## src/rtl/keccak_seq_pkg.sv

```systemverilog
// rtl/keccak_seq_pkg.sv - shared types, constants and mod-5 helpers for the lane sequencer
package keccak_seq_pkg;

  localparam int CW    = 3;
  localparam int LANES = 25;

  typedef enum logic [1:0] {
    IDLE      = 2'd0,
    SCAN      = 2'd1,
    ROUND_END = 2'd2,
    DONE      = 2'd3
  } seq_state_t;

  // Step a 0..4 coordinate, wrapping 4 back to 0.
  function automatic logic [CW-1:0] inc_mod5(input logic [CW-1:0] v);
    return (v == 3'd4) ? 3'd0 : v + 3'd1;
  endfunction

  // Reduce a 0..20 sum to 0..4 with a compare ladder instead of a divider.
  function automatic logic [CW-1:0] reduce_mod5(input logic [4:0] s);
    if (s >= 5'd20)      return 3'(s - 5'd20);
    else if (s >= 5'd15) return 3'(s - 5'd15);
    else if (s >= 5'd10) return 3'(s - 5'd10);
    else if (s >= 5'd5)  return 3'(s - 5'd5);
    else                 return 3'(s);
  endfunction

`ifdef KECCAK_LANE_SEQ_ROT_EN
  // Rho offsets indexed by i + 5*j (i = column, j = row).
  localparam logic [5:0] RHO_OFF [LANES] = '{
    6'd0,  6'd1,  6'd62, 6'd28, 6'd27,
    6'd36, 6'd44, 6'd6,  6'd55, 6'd20,
    6'd3,  6'd10, 6'd43, 6'd25, 6'd39,
    6'd41, 6'd45, 6'd15, 6'd21, 6'd8,
    6'd18, 6'd2,  6'd61, 6'd56, 6'd14
  };

  function automatic logic [4:0] rho_index(input logic [CW-1:0] i, input logic [CW-1:0] j);
    return 5'(i) + 5'(j) * 5'd5;
  endfunction
`endif

endpackage

```

## src/rtl/keccak_lane_sequencer_pi_map.sv

```systemverilog
// rtl/keccak_lane_sequencer_pi_map.sv - combinational pi lane mapping (i,j) -> (j, (2i+3j) mod 5)
module keccak_pi_map
  import keccak_seq_pkg::*;
(
  input  logic [CW-1:0] i,
  input  logic [CW-1:0] j,
  output logic [CW-1:0] dst_i,
  output logic [CW-1:0] dst_j
);

  logic [4:0] sum;

  // 2i + 3j peaks at 20, so five bits hold it without overflow.
  assign sum   = {1'b0, i, 1'b0} + {2'b00, j} + {1'b0, j, 1'b0};
  assign dst_i = j;
  assign dst_j = reduce_mod5(sum);

endmodule

```

## src/rtl/keccak_lane_sequencer.sv

```systemverilog
// rtl/keccak_lane_sequencer.sv - round/lane walker for the permutation datapath; optional rot_off under KECCAK_LANE_SEQ_ROT_EN
module keccak_lane_sequencer
  import keccak_seq_pkg::*;
#(
  parameter int ROUNDS = 24,
  parameter int RW     = 5
) (
  input  logic          clk,
  input  logic          rst_n,
  input  logic          start,
  input  logic          abort,
  input  logic          lane_ready,
  output logic          lane_valid,
  output logic [2:0]    src_i,
  output logic [2:0]    src_j,
  output logic [2:0]    dst_i,
  output logic [2:0]    dst_j,
  output logic [RW-1:0] round_idx,
  output logic          round_end,
  output logic          busy,
`ifdef KECCAK_LANE_SEQ_ROT_EN
  output logic [5:0]    rot_off,
`endif
  output logic          done
);

  seq_state_t    state_q, state_n;
  logic [CW-1:0] i_q, i_n;
  logic [CW-1:0] j_q, j_n;
  logic [RW-1:0] round_q, round_n;
  logic [CW-1:0] pi_i, pi_j;
  logic          scan_n;

  // Destination is mapped from the next coordinates so the registered
  // src and dst outputs describe the same lane in the same cycle.
  keccak_pi_map u_pi_map (
    .i     (i_n),
    .j     (j_n),
    .dst_i (pi_i),
    .dst_j (pi_j)
  );

  assign scan_n = (state_n == SCAN);

  // State and lane/round counters.
  always_ff @(posedge clk or negedge rst_n) begin
    if (!rst_n) begin
      state_q <= IDLE;
      i_q     <= '0;
      j_q     <= '0;
      round_q <= '0;
    end else begin
      state_q <= state_n;
      i_q     <= i_n;
      j_q     <= j_n;
      round_q <= round_n;
    end
  end

  // Next state and counter updates; abort overrides everything.
  always_comb begin
    state_n = state_q;
    i_n     = i_q;
    j_n     = j_q;
    round_n = round_q;
    if (abort) begin
      state_n = IDLE;
      i_n     = '0;
      j_n     = '0;
      round_n = '0;
    end else begin
      case (state_q)
        IDLE: begin
          if (start) begin
            state_n = SCAN;
            i_n     = '0;
            j_n     = '0;
            round_n = '0;
          end
        end
        SCAN: begin
          if (lane_ready) begin
            i_n = inc_mod5(i_q);
            if (i_q == 3'd4) begin
              j_n = inc_mod5(j_q);
            end
            if (i_q == 3'd4 && j_q == 3'd4) begin
              state_n = ROUND_END;
            end
          end
        end
        ROUND_END: begin
          if (round_q == RW'(ROUNDS - 1)) begin
            state_n = DONE;
          end else begin
            state_n = SCAN;
            round_n = round_q + RW'(1);
            i_n     = '0;
            j_n     = '0;
          end
        end
        DONE: begin
          state_n = IDLE;
        end
        default: begin
          state_n = IDLE;
        end
      endcase
    end
  end

  // Registered outputs driven from the next state; coordinates read 0 outside SCAN.
  always_ff @(posedge clk or negedge rst_n) begin
    if (!rst_n) begin
      lane_valid <= 1'b0;
      src_i      <= '0;
      src_j      <= '0;
      dst_i      <= '0;
      dst_j      <= '0;
      round_idx  <= '0;
      round_end  <= 1'b0;
      busy       <= 1'b0;
      done       <= 1'b0;
    end else begin
      lane_valid <= scan_n;
      src_i      <= scan_n ? i_n  : 3'd0;
      src_j      <= scan_n ? j_n  : 3'd0;
      dst_i      <= scan_n ? pi_i : 3'd0;
      dst_j      <= scan_n ? pi_j : 3'd0;
      round_idx  <= round_n;
      round_end  <= (state_n == ROUND_END);
      busy       <= (state_n != IDLE);
      done       <= (state_n == DONE);
    end
  end

`ifdef KECCAK_LANE_SEQ_ROT_EN
  // Rho offset for the lane being presented, zero whenever no lane is valid.
  always_ff @(posedge clk or negedge rst_n) begin
    if (!rst_n) begin
      rot_off <= '0;
    end else begin
      rot_off <= scan_n ? RHO_OFF[rho_index(i_n, j_n)] : 6'd0;
    end
  end
`endif

endmodule
```

## config.mk

```make
export PLATFORM = sky130hd
export DESIGN_NAME = keccak_lane_sequencer
export DESIGN_NICKNAME = d
export VERILOG_FILES = /design/src/rtl/keccak_seq_pkg.sv /design/src/rtl/keccak_lane_sequencer_pi_map.sv /design/src/rtl/keccak_lane_sequencer.sv
export SDC_FILE = /design/constraint.sdc
export NUM_CORES = 1
export LEC_CHECK = 0
export ABC_AREA = 0
export BUFFER_PORTS_ARGS = -buffer_cell sky130_fd_sc_hd__buf_2
export CAP_MARGIN = 20
export CORE_MARGIN = 8
export CORE_UTILIZATION = 40
export CTS_CLUSTER_DIAMETER = 40
export CTS_CLUSTER_SIZE = 8
export DETAILED_ROUTE_END_ITERATION = 12
export GPL_TIMING_DRIVEN = 1
export PLACE_DENSITY = 0.59
export RECOVER_POWER = 25
export SYNTH_ARGS = -nofsm -noshare
export SYNTH_HDL_FRONTEND = slang
export SYNTH_SLANG_ARGS = --single-unit
```

## constraint.sdc

```tcl
create_clock -name clk -period 9.75 [get_ports clk]
set_input_delay 0 -clock clk [delete_from_list [all_inputs] [get_ports clk]]
set_output_delay 0 -clock clk [all_outputs]
set_load 0.03 [all_outputs]
```

==> qor.yml <==
status: "finished clean"
report.final.slew_viol_count: 0
worstSetupPathType: "reg -> reg"
critPathArrivalTime_ns: 4.89
antenna_found_initial: 0
cp.required_ns: 9.93
synth_top_family_by_area: "simple AND/OR/NAND/NOR gates"
post-route-period-util_pct: 48.23
fp.coreArea_um2: 4234
track_usage_pct: 10.96
final_nets: 226
grt_pass1_wl_um: 5658
regArea_um2: 650.6
multiInputGateArea_um2: 944.7
async_reset_ff_share_pct: 100.0
fin_crit_ns: 4.703
slew_headroom_pct: 8.307
ir_drop_uv: 53.63
ctsResizeCount: 0
die_x_um: 81.54
syn-instance-count: 180
die-area_um2: 6648
post-route-drc-count: 0
area_growth_pct: 11.51
avgSynthCellArea_um2: 9.544
skew_ns: 0.004072
dp_hpwl_um: 2630
drv_cap: 0
cts-root-buf: "clkbuf_8"
whs_ns: 0.1166
clk-insertion-delay-late_ns: 0.27
drt_pass1_iterations: 4
post_drt_wl_per_cell_um: 13.41
core.rowCount: 24
min_from: "abort"
clkTransAtPathRegs_ns: 0.09
finalSetupViolCount: 0
worstMarginPinSlew_ns: 1.375
nFillCells: 419
clockBufferDepth: 2
dpl_cell_area_um2: 1852
die_h_um: 81.54
synthMuxAreaShare_pct: 3.714
cts_tree: "yes"
grt_pass1_vias: 1242
yosys.area.top_type: "dfrtp_1"
finalPower_mw: 0.1981
syn_area_um2: 1718
crit_path_start_kind: "register"
hp-class: "in -> reg"
cts_hold_buf: 1
grt-ovfl-total: 0
fmax_mhz: 212.6
ys_seq_area_share_pct: 37.87
r2r_start: "round_idx[0]$_DFFE_PN0P_"
clock-sinks: 26
first_iter_violations: 66
synth-seq-cells: 26
synthTopCellsByArea: "dfrtp_1, ha_1, nor2_1, o21ai_0, fa_1"
initial_core_util_pct: 40.57
slowest_stage: "fa_1"
min_path_cells: 2
min_to: "dst_i[0]$_DFF_PN0_"
synth_simple_gate_area_share_pct: 18.72
cts_setup_buffers: 0
fin_tns_setup_ns: 0
synth_edf_count: 0
dr_total_vias: 1315
drive_gt1_share_pct: 19.21
rrSetupSlack_ns: 5.05
cp_max_fo: 6
yosys.area_share.adder_pct: 13.69
cts-buffers-inserted: 3
wl_um: 3419
synth-warning-count: 0
critPathMaxStageDelay_ns: 0.54
htreeDepth: 1
synth_top_area_share_pct: 37.87
ys_types: 44
power.leakage_nw: 1.044
r2r_cells: 17
dominantRegCellSynth: "dfrtp_1"
synth_compound_area_share_pct: 17.33
postRouteAntennaNets: 0
finalInstanceArea_um2: 1916
synth-xor-area-share_pct: 1.529
ios: 26
worstPathCellList: "ha_1, nand4_1, or2_2, nand2_1, a21oi_1, or2_2, fa_1, inv_1, ha_1, fa_1, xnor2_1, nand2_1, a21o_1, a311oi_1, mux2i_1, o21ai_1, a221oi_1"
end_kind: "register"
r2r-end: "dst_j[1]$_DFF_PN0_"
place_congestion: 0.9053
synth_fp_nets: 202
viasPerCell: 5.157
power_density_nw_per_um2: 103.4
grt_max_degree: 27
hold_viol_final: 0
antenna_cells: 0
port_buffers: 25
rsz0062_at_grt: "false"
==> where the power goes <==
group	leakage (nW)	switching [mW]	internal, mW
registers	0.358	0.00103	0.109
clock network	0.0288	0.0337	0.0361
logic	0.657	0.0128	0.00535
==> metrics by stage <==
stage	util [%]	cells	worst slack (ns)
after floorplan	-	180	5.252
after global placement	43.74	250	5.189
after detailed placement	43.74	250	5.136
after CTS	45.27	255	5.074
after global routing	45.24	255	4.691
final	45.24	255	5.047
==> critical path: cells and delay by family, from the launching register on <==
kind / cells / cell delay, ns
AOI/OAI and AO/OA: 5 / 1.02
xor gates and xnor gates: 1 / 0.36
adders and majority gates: 4 / 1.38
buffers and inverters: 1 / 0.04
DFF: 1 / 0.42
muxes: 1 / 0.23
and+or+nand+nor: 5 / 1.17
==> placed cells by master (no fill, tap or decap), drive strengths merged, types with 3 or more instances in the layout <==
cell / synthesis / routed
ha: 14 / 14
buf: 5 / 24
inv: 17 / 17
or2: 3 / 3
o31ai: 3 / 3
nor2b: 3 / 3
nand2b: 4 / 4
nor2: 24 / 24
dfrtp: 26 / 26
nand3: 5 / 5
a21oi: 9 / 9
clkbuf: 1 / 5
mux2i: 4 / 4
nor3: 5 / 5
fa: 3 / 3
o21ai: 16 / 16
nand2: 13 / 13
==> cell usage after synthesis, types with 2 or more instances <==
cell / number
nand3_1: 5
a21o_1: 2
or2_2: 3
xnor2_1: 2
o31ai_1: 3
nand2_1: 13
nor3_1: 4
mux2i_1: 3
o21ai_0: 13
ha_1: 14
o21ai_1: 3
a21oi_1: 8
buf_4: 4
nand4_1: 2
dfrtp_1: 26
nand2b_1: 4
fa_1: 3
nor4b_1: 2
nor2b_1: 3
nor2_1: 24
inv_1: 16
==> registers in the layout, indices dropped and copies added, names as in the netlist <==
register    flops
done            1
j_q             3
round_end       1
state_q         2
busy            1
dst_i           3
lane_valid      1
round_idx       5
src_i           3
dst_j           3
i_q             3
==> cell families (layout without fill, tap and decap cells) <==
group / count (synthesis) / in the layout
compound gates: 40 / 40
fa+ha+maj: 17 / 17
buf+inv: 24 / 47
mux: 5 / 5
simple gates: 65 / 65
xor+xnor: 3 / 3
flops: 26 / 26
==> per-layer routing <==
| layer | wire length, um | up-vias | GRT usage [%] |
|---|---|---|---|
| met5 | 0 | - | 0 |
| met2 | 1709 | 19 | 18.46 |
| met3 | 162 | 4 | 1.313 |
| li1 | - | 658 | - |
| met4 | 74 | 0 | 7.857 |
| met1 | 1473 | 634 | 12.65 |
==> final cells by class <==
cell class | instances | area share (%)
inverters | 17 | 3.462
multi-input cells | 130 | 49.31
repair buffers | 26 | 6.989
well taps | 52 | 3.396
flip-flops and latches | 26 | 33.96
clock buffers | 4 | 2.874
==> worst max path at each step <==
stage                        startpoint                  to  slack (ns)  depth (start not counted)
2_1_floorplan  round_idx[0]$_DFFE_PN0P_  dst_j[1]$_DFF_PN0_        5.25                         17
3_3_place_gp   round_idx[0]$_DFFE_PN0P_  dst_j[1]$_DFF_PN0_        5.19                         17
3_5_place_dp   round_idx[0]$_DFFE_PN0P_  dst_j[1]$_DFF_PN0_        5.14                         17
4_1_cts        round_idx[0]$_DFFE_PN0P_  dst_j[1]$_DFF_PN0_        5.07                         17
5_1_grt        round_idx[0]$_DFFE_PN0P_  dst_j[1]$_DFF_PN0_        4.69                         17
6_report       round_idx[0]$_DFFE_PN0P_  dst_j[1]$_DFF_PN0_        5.05                         17
No activity file was read; power rests on OpenSTA's default activity.
